--- src/rtl/fp_align_add.sv ---
// fp_align_add
// Mantissa alignment and addition stage of a floating-point adder. One
// operation is started from IDLE. The smaller-exponent mantissa is shifted
// right one bit per cycle until it lines up with the larger one. The two
// mantissas are then added, and the result is normalised by one bit if the
// addition carried out.
//
// Ports:
//   clk       - clock, all state changes on the rising edge
//   reset     - asynchronous, active-high reset
//   start     - begin one operation (sampled only in IDLE)
//   ma        - larger-exponent mantissa (N bits, unsigned)
//   me        - smaller-exponent mantissa to be aligned (N bits, unsigned)
//   diff_expo - exponent difference = right-shift amount for me (8 bits)
//   busy      - high whenever the FSM is not in IDLE
//   done      - one-cycle pulse qualifying sum / expo_inc / sticky
//   sum       - aligned, added and 1-bit-normalised mantissa
//   expo_inc  - addition carried out, sum was shifted right by one
//   sticky    - OR of every bit shifted out of me or out of the sum
module fp_align_add #(
   parameter int N = 32
) (
   input  logic         clk,
   input  logic         reset,
   input  logic         start,
   input  logic [N-1:0] ma,
   input  logic [N-1:0] me,
   input  logic [7:0]   diff_expo,
   output logic         busy,
   output logic         done,
   output logic [N-1:0] sum,
   output logic         expo_inc,
   output logic         sticky
);

   typedef enum logic [1:0] {
      IDLE  = 2'd0,
      SHIFT = 2'd1,
      ADD   = 2'd2,
      DONE  = 2'd3
   } state_t;

   state_t       state;
   logic [N-1:0] maReg;
   logic [N-1:0] meReg;
   logic [7:0]   count;
   logic         stickyAcc;

   logic [N:0]   addResult;
   logic [31:0]  diffWide;
   logic         diffTooBig;

   // The exponent difference is compared at 32 bits so that any N, including
   // N above 255, gives a correct "shift removes everything" decision.
   always_comb begin
      diffWide   = {24'd0, diff_expo};
      diffTooBig = (diffWide >= 32'(N));
      addResult  = {1'b0, maReg} + {1'b0, meReg};
   end

   // Single FSM process. Results and the busy/done flags are registered so
   // they change only on clock edges. sum/expo_inc/sticky are written only
   // on the ADD->DONE edge, so an operation aborted by reset never
   // disturbs them.
   always_ff @(posedge clk or posedge reset) begin
      if (reset) begin
         state     <= IDLE;
         maReg     <= '0;
         meReg     <= '0;
         count     <= '0;
         stickyAcc <= 1'b0;
         busy      <= 1'b0;
         done      <= 1'b0;
         sum       <= '0;
         expo_inc  <= 1'b0;
         sticky    <= 1'b0;
      end else begin
         done <= 1'b0;
         case (state)
            IDLE: begin
               if (start) begin
                  maReg <= ma;
                  busy  <= 1'b1;
                  if (diff_expo == 8'd0) begin
                     meReg     <= me;
                     stickyAcc <= 1'b0;
                     state     <= ADD;
                  end else if (!diffTooBig) begin
                     meReg     <= me;
                     stickyAcc <= 1'b0;
                     count     <= diff_expo;
                     state     <= SHIFT;
                  end else begin
                     // Every bit of me would fall off the end, so skip the
                     // shifting and fold all of me into the sticky bit.
                     meReg     <= '0;
                     stickyAcc <= |me;
                     state     <= ADD;
                  end
               end
            end
            SHIFT: begin
               meReg     <= meReg >> 1;
               stickyAcc <= stickyAcc | meReg[0];
               count     <= count - 8'd1;
               if (count == 8'd1) begin
                  state <= ADD;
               end
            end
            ADD: begin
               if (addResult[N]) begin
                  sum      <= addResult[N:1];
                  expo_inc <= 1'b1;
                  sticky   <= stickyAcc | addResult[0];
               end else begin
                  sum      <= addResult[N-1:0];
                  expo_inc <= 1'b0;
                  sticky   <= stickyAcc;
               end
               done  <= 1'b1;
               state <= DONE;
            end
            DONE: begin
               busy  <= 1'b0;
               state <= IDLE;
            end
            default: begin
               busy  <= 1'b0;
               state <= IDLE;
            end
         endcase
      end
   end

endmodule

--- config.mk ---
export PLATFORM = sky130hd
export DESIGN_NAME = fp_align_add
export DESIGN_NICKNAME = d
export VERILOG_FILES = /design/src/rtl/fp_align_add.sv
export SDC_FILE = /design/constraint.sdc
export NUM_CORES = 1
export LEC_CHECK = 0
export CAP_MARGIN = 0
export CORE_ASPECT_RATIO = 0.75
export CORE_MARGIN = 3
export CORE_UTILIZATION = 30
export CTS_CLUSTER_DIAMETER = 120
export DETAILED_ROUTE_END_ITERATION = 8
export DONT_BUFFER_PORTS = 1
export GPL_TIMING_DRIVEN = 0
export PLACE_DENSITY = 0.49
export SLEW_MARGIN = 20
export SYNTH_ARGS = -nofsm -noshare
export SYNTH_HDL_FRONTEND = slang
export SYNTH_SLANG_ARGS = --single-unit
--- constraint.sdc ---
create_clock -name clk -period 10.9 [get_ports clk]
set_input_delay 3.27 -clock clk [delete_from_list [all_inputs] [get_ports clk]]
set_output_delay 3.27 -clock clk [all_outputs]
set_load 0.02 [all_outputs]
==> flow_metrics.py, run 1 <==
metrics = {
    "status": {
        "status": "completed",
    },
    "drt": {
        "ant_nets": 0,
        "vias": 5797,
        "routedWlPerCell_um": 21.02,
        "drc": 0,
        "drtIter0Drc": 432,
        "via_per_inst": 5.563,
        "firstDrtPassIters": 5,
        "wl_um": 21900,
    },
    "setup_path": {
        "max_stage_delay_ns": 0.41,
        "required_ns": 11.19,
        "crit_fanout": 10,
        "cp-start-kind": "input pin",
        "critPathSlowestCell": "clkbuf_1",
        "worstPathArrival_ns": 5.11,
        "worstPathCellList": "nand2_1 -> a21boi_0 -> clkbuf_1 -> a21o_1 -> clkbuf_1 -> o21ai_0 -> o21ai_0",
        "criticalPathCategory": "in2reg",
        "cp-end-kind": "flop",
    },
    "synth": {
        "synth_edf_count": 0,
        "synthFlopType": "dfrtp_1",
        "ys_warn_count": 0,
        "yosysMostFrequentCell": "dfrtp_1",
        "synth_area_leaders": "dfrtp_1 (41%), ha_1 (7.0%), mux2_2 (5.6%), o21ai_0 (4.6%), nand2_1 (4.4%)",
        "synth_area_leader_cell": "dfrtp_1",
        "ys_seq_elements": 111,
        "synthCells": 731,
        "synth.distinct_cells": 65,
        "synth_top_cell_area_share_pct": 40.75,
        "avgSynthCellArea_um2": 9.325,
        "syn-cell-area_um2": 6817,
        "ys_seq_area_share_pct": 40.75,
        "synth_nets": 845,
        "yosys-top-cells-count": "dfrtp_1 (111), nand2_1 (80), o21ai_0 (62)",
        "async_flop_share_pct": 100.0,
    },
    "place": {
        "io_buffers": 0,
        "hpwl_um": 17360,
        "gp_congestion": 0.8250,
        "dp_slack_ns": 5.650,
    },
    "clocking": {
        "ctsHoldBuffers": 0,
        "worstSkewPairLatency_ns": 0.37,
        "htreeDepth": 3,
        "clk_pin_slew_ns": 0.09,
        "cts.sinks": 111,
        "numCtsBuffers": 9,
        "root_buffer": "clkbuf_16",
        "post-cts-setup-buffers": 0,
        "ctsResizeCount": 0,
        "cts_tree": "built",
        "clk_path_buf_depth": 2,
    },
    "timing": {
        "max-slew-margin-rel_pct": 42.62,
        "slew_viol_final": 0,
        "tns_ns": 0,
        "fin_skew_ns": 0.01665,
        "rsz0062_at_grt": "no",
        "hold_viol_final": 0,
        "fmax_mhz": 207.8,
        "period_needed_ns": 4.811,
        "worst_pin_slew_ns": 0.8608,
        "fin_ws_ns": 6.089,
        "post-route-period-util_pct": 44.14,
        "setup_viol": 0,
    },
    "die": {
        "row_count": 47,
        "die_x_um": 180.1,
        "die_area_um2": 24580,
        "start_util_pct": 30.75,
        "die_y_um": 136.5,
        "core_um2": 22170,
        "num_io_pins": 111,
    },
    "global_routing": {
        "grt_max_degree": 60,
        "grt_pass1_wl_um": 33400,
        "grt-ovfl-total": 0,
        "antenna_found_initial": 2,
        "grt_pass1_vias": 5516,
        "grt_use_total_pct": 17.57,
    },
    "finish": {
        "layout.nets": 857,
        "area_growth_pct": 10.33,
        "fillers": 2329,
        "drive_gt1_share_pct": 9.225,
        "diodes": 0,
    },
    "min_path": {
        "min_path_type": "reg2reg",
    },
    "power": {
        "irDropWorstVdd_mv": 0.1010,
        "p_per_area_nw_per_um2": 332.5,
        "p_leak_nw": 3.244,
        "power_w": 0.002501,
    },
    "job": {
        "maxCapViolCount": 0,
    },
}
[kinds of logic (layout without fill, tap and decap cells)]
kind of cell | Yosys count | in the layout | synth area share [%]
mux | 36 | 36 | 5.910
compound gates | 249 | 249 | 24.98
xor+xnor | 16 | 16 | 2.056
fa+ha+maj | 39 | 39 | 7.269
buf+inv | 70 | 87 | 4.093
simple gates | 210 | 210 | 14.94
flops | 111 | 111 | 40.75
[metal layers]
layer	vias to the layer above	share of wire, %	GRT usage [%]
met2	133	42	24.80
met3	19	7.3	5.579
li1	2763	-	-
met1	2878	50	26.25
met4	4	0.95	3.579
met5	-	0.096	0
[power by group]
| part | internal (W) | switching, W | leakage, nW | total [W] |
|---|---|---|---|---|
| clock | 0.000163 | 0.000182 | 0.143 | 0.000345 |
| sequential | 0.000601 | 0.000247 | 1.39 | 0.000848 |
| combinational | 0.000507 | 0.000800 | 1.71 | 0.00131 |
[registers in the layout, summed over array words and instances (netlist names)]
register   cells
meReg         32
maReg         32
done           1
count          8
stickyAcc      1
sum           32
busy           1
expo_inc       1
state          2
sticky         1
[final timing paths]
kind | depth (start not counted) | start | slack, ns | endpoint
min in group asynchronous | 1 | reset | 2.81 | sum[0]
setup / recovery | 7 | start | 6.09 | count[5]
hold / removal | 1 | maReg[19] | 0.52 | maReg[19]
hold reg to reg | 1 | maReg[19] | 0.52 | maReg[19]
setup reg to reg | 10 | meReg[0] | 6.83 | sum[1]
max in group asynchronous | 2 | reset | 7.39 | maReg[30]
[final cells by class]
type | instances | area (um2) | area share [%]
clock buffer | 9 | 225.2 | 2.995
timing repair buffer | 1 | 27.53 | 0.3660
inverter | 29 | 113.9 | 1.514
tap | 294 | 367.9 | 4.891
sequential | 111 | 2778 | 36.93
multi-input combinational | 550 | 3766 | 50.07
clock inverter | 7 | 72.57 | 0.9649
buffer | 41 | 170.2 | 2.263
[cell usage in the layout, fill, tap and decap left out, drive strengths merged, types with 3 or more instances in the layout]
| master | Yosys | routed |
|---|---|---|
| nor4 | 13 | 13 |
| o311ai | 5 | 5 |
| clkbuf | 29 | 38 |
| o221ai | 13 | 13 |
| o21ai | 64 | 64 |
| a21o | 20 | 20 |
| o22ai | 3 | 3 |
| o21a | 6 | 6 |
| ha | 38 | 38 |
| or3 | 6 | 6 |
| and3 | 11 | 11 |
| a221o | 8 | 8 |
| inv | 29 | 33 |
| xor2 | 7 | 7 |
| nand4 | 10 | 10 |
| nand3 | 26 | 26 |
| a21oi | 42 | 42 |
| nor3 | 11 | 11 |
| nand2 | 80 | 80 |
| o21bai | 10 | 10 |
| or2 | 3 | 3 |
| a22oi | 32 | 32 |
| a31oi | 7 | 7 |
| o211ai | 4 | 4 |
| a211o | 4 | 4 |
| a21boi | 4 | 4 |
| nor2 | 32 | 32 |
| mux2 | 34 | 34 |
| nand2b | 4 | 4 |
| nor2b | 3 | 3 |
| dfrtp | 111 | 111 |
| xnor2 | 9 | 9 |
| a211oi | 6 | 6 |
| buf | 12 | 13 |
[metrics by stage]
stage | instances | util, % | cell area, um2 | hold WS (ns)
global placement | 1025 | 32.41 | 7184 | 0.4969
detailed placement | 1026 | 32.55 | 7217 | 0.5036
global route | 1042 | 33.92 | 7521 | 0.5371
floorplan | 731 | - | 6817 | 0.4717
CTS | 1042 | 33.90 | 7515 | 0.5237
finish | 1042 | 33.92 | 7521 | 0.5194
[critical path, delay by kind of cell]
kind	cells	cell delay [ns]
buf+inv	2	0.76
simple gates	1	0.26
compound gates	4	0.80
No activity file was read; power rests on OpenSTA's default activity.
==> inputs of run 2 (changes only) <==
--- a/config.mk
+++ b/config.mk
@@ -13,7 +13,7 @@
 export DETAILED_ROUTE_END_ITERATION = 8
 export DONT_BUFFER_PORTS = 1
 export GPL_TIMING_DRIVEN = 0
-export PLACE_DENSITY = 0.49
+export PLACE_DENSITY = 0.5
 export SLEW_MARGIN = 20
 export SYNTH_ARGS = -nofsm -noshare
 export SYNTH_HDL_FRONTEND = slang
==> constraint.sdc (replaced) <==
create_clock -name clk -period 4.3 [get_ports clk]
set_input_delay 1.29 -clock clk [delete_from_list [all_inputs] [get_ports clk]]
set_output_delay 1.29 -clock clk [all_outputs]
set_load 0.02 [all_outputs]
==> run 2 against run 1 <==
Effect of this change:
- total power grew to 2.5 times the previous value
- largest cell class unchanged
- critical endpoint is now sum[29]
- first-iteration DRC count down 15%
- critical path type is now reg2reg
- non-clock buffer count unchanged
- clock power grew 150%
==> flow_metrics.py, run 2 (same netlist as run 1, synthesis figures left out) <==
metrics = {
    "timing": {
        "setup_viol": 0,
        "tns_ns": 0,
        "rsz0062_at_grt": "no",
        "max-slew-margin-rel_pct": 43.68,
        "worst_pin_slew_ns": 0.8449,
        "slew_viol_final": 0,
        "period_needed_ns": 4.047,
        "hold_slack_ns": 0.5143,
        "hold_viol_final": 0,
        "fmax_mhz": 247.1,
        "post-route-period-util_pct": 94.11,
        "fin_skew_ns": 0.01544,
    },
    "global_routing": {
        "grt_pass1_vias": 5536,
        "grt_max_degree": 65,
        "antenna_found_initial": 0,
        "grt-ovfl-total": 0,
        "grt_pass1_wl_um": 33430,
        "grt_use_total_pct": 17.49,
    },
    "clocking": {
        "cts_tree": "built",
        "ctsResizeCount": 0,
        "ctsHoldBuffers": 0,
        "worstSkewPairLatency_ns": 0.37,
        "clk_path_buf_depth": 2,
        "cts.sinks": 111,
        "clk_pin_slew_ns": 0.08,
        "htreeDepth": 3,
        "numCtsBuffers": 9,
        "post-cts-setup-buffers": 0,
        "root_buffer": "clkbuf_16",
    },
    "finish": {
        "final_common_cell": "dfrtp_1",
        "layout.nets": 857,
        "area_growth_pct": 10.24,
        "post-route-util_pct": 33.90,
        "fillers": 2300,
        "top_regs": "maReg (32), meReg (32), sum (32)",
        "diodes": 0,
        "final_cell_mix": "dfrtp_1 (111), nand2_1 (80), o21ai_0 (62), a21oi_1 (42), ha_1 (38)",
        "drive_gt1_share_pct": 9.225,
    },
    "power": {
        "switching_share_pct": 48.89,
        "irDropWorstVdd_mv": 0.3028,
        "p_per_area_nw_per_um2": 836.7,
        "p_comb_share_pct": 52.4,
        "p_clk_share_pct": 13.5,
        "power_w": 0.006288,
        "p_seq_share_pct": 34.1,
        "p_switching_w": 0.003074,
        "p_leak_nw": 3.230,
        "internal_power_w": 0.003214,
    },
    "min_path": {
        "min_path_type": "reg2reg",
    },
    "setup_path": {
        "criticalPathCategory": "reg2reg",
        "cp-start-kind": "flop",
        "crit_fanout": 10,
        "required_ns": 4.54,
        "worstPathArrival_ns": 4.29,
        "cp-end-kind": "flop",
    },
    "drt": {
        "firstDrtPassIters": 6,
        "via_per_inst": 5.474,
        "vias": 5704,
        "drc": 0,
        "wl_um": 21620,
        "routedWlPerCell_um": 20.74,
        "ant_nets": 0,
        "drtIter0Drc": 368,
    },
    "place": {
        "io_buffers": 0,
        "hpwl_um": 17190,
        "gp_congestion": 0.8401,
    },
    "status": {
        "status": "completed",
    },
    "die": {
        "core_um2": 22170,
        "start_util_pct": 30.75,
        "row_count": 47,
        "die_x_um": 180.1,
        "die_area_um2": 24580,
        "die_y_um": 136.5,
        "num_io_pins": 111,
    },
    "job": {
        "maxCapViolCount": 0,
    },
}
## run 2: metrics by stage
step,cell area (um2),std cells,setup slack (ns)
finish,7515,1042,0.2531
global route,7515,1042,0.02904
CTS,7508,1042,0.3025
detailed placement,7217,1026,0.3271
global placement,7184,1025,-1.473
floorplan,6817,731,0.07935
## run 2: worst paths after layout
kind | startpoint | endpoint | slack, ns | depth (start not counted)
setup reg to reg | meReg[0] | sum[29] | 0.25 | 10
max in group asynchronous | reset | maReg[27] | 2.78 | 2
min in group asynchronous | reset | sum[0] | 0.81 | 1
hold reg to reg | maReg[4] | maReg[4] | 0.51 | 1
setup / recovery | meReg[0] | sum[29] | 0.25 | 10
hold / removal | maReg[4] | maReg[4] | 0.51 | 1
## run 2: layout make-up
class                           instances  area [um2]  area share [%]
Buffer                                 41       170.2           2.264
Clock buffer                            9       225.2           2.997
Clock inverter                          7       66.31          0.8825
Inverter                               29       113.9           1.515
Multi-Input combinational cell        550        3766           50.12
Sequential cell                       111        2778           36.96
Tap cell                              294       367.9           4.895
Timing Repair Buffer                    1       27.53          0.3663
## run 2: layer usage
layer | track usage, % | part of all wire, % | wire length (um) | up-vias
li1 | - | - | - | 2756
met1 | 25.53 | 49 | 10690 | 2789
met2 | 25.33 | 42 | 9176 | 149
met3 | 6.057 | 7.4 | 1600 | 10
met4 | 3.068 | 0.68 | 147 | 0
met5 | 0 | 0 | 0 | -
## run 2: power groups by stage
stage / Sequential (W) / Combinational (W) / Clock (W)
6_report: 0.00214 / 0.00330 / 0.000850
5_1_grt: 0.00223 / 0.00369 / 0.000911
4_1_cts: 0.00217 / 0.00331 / 0.000878
3_5_place_dp: 0.00219 / 0.00328 / 0
3_3_place_gp: 0.00218 / 0.00328 / 0
2_1_floorplan: 0.00198 / 0.00252 / 0
## run 2: worst max-delay path, stage by stage, from the launching register on
cell and delay [ns]:
dfrtp_1 0.43, ha_1 0.23, fa_1 0.43, a211oi_1 0.28, o21a_1 0.32, a211oi_2 0.15, o311ai_2 0.47, a211oi_2 0.16
o32ai_2 0.71, nor2_1 0.33, a221o_1 0.40
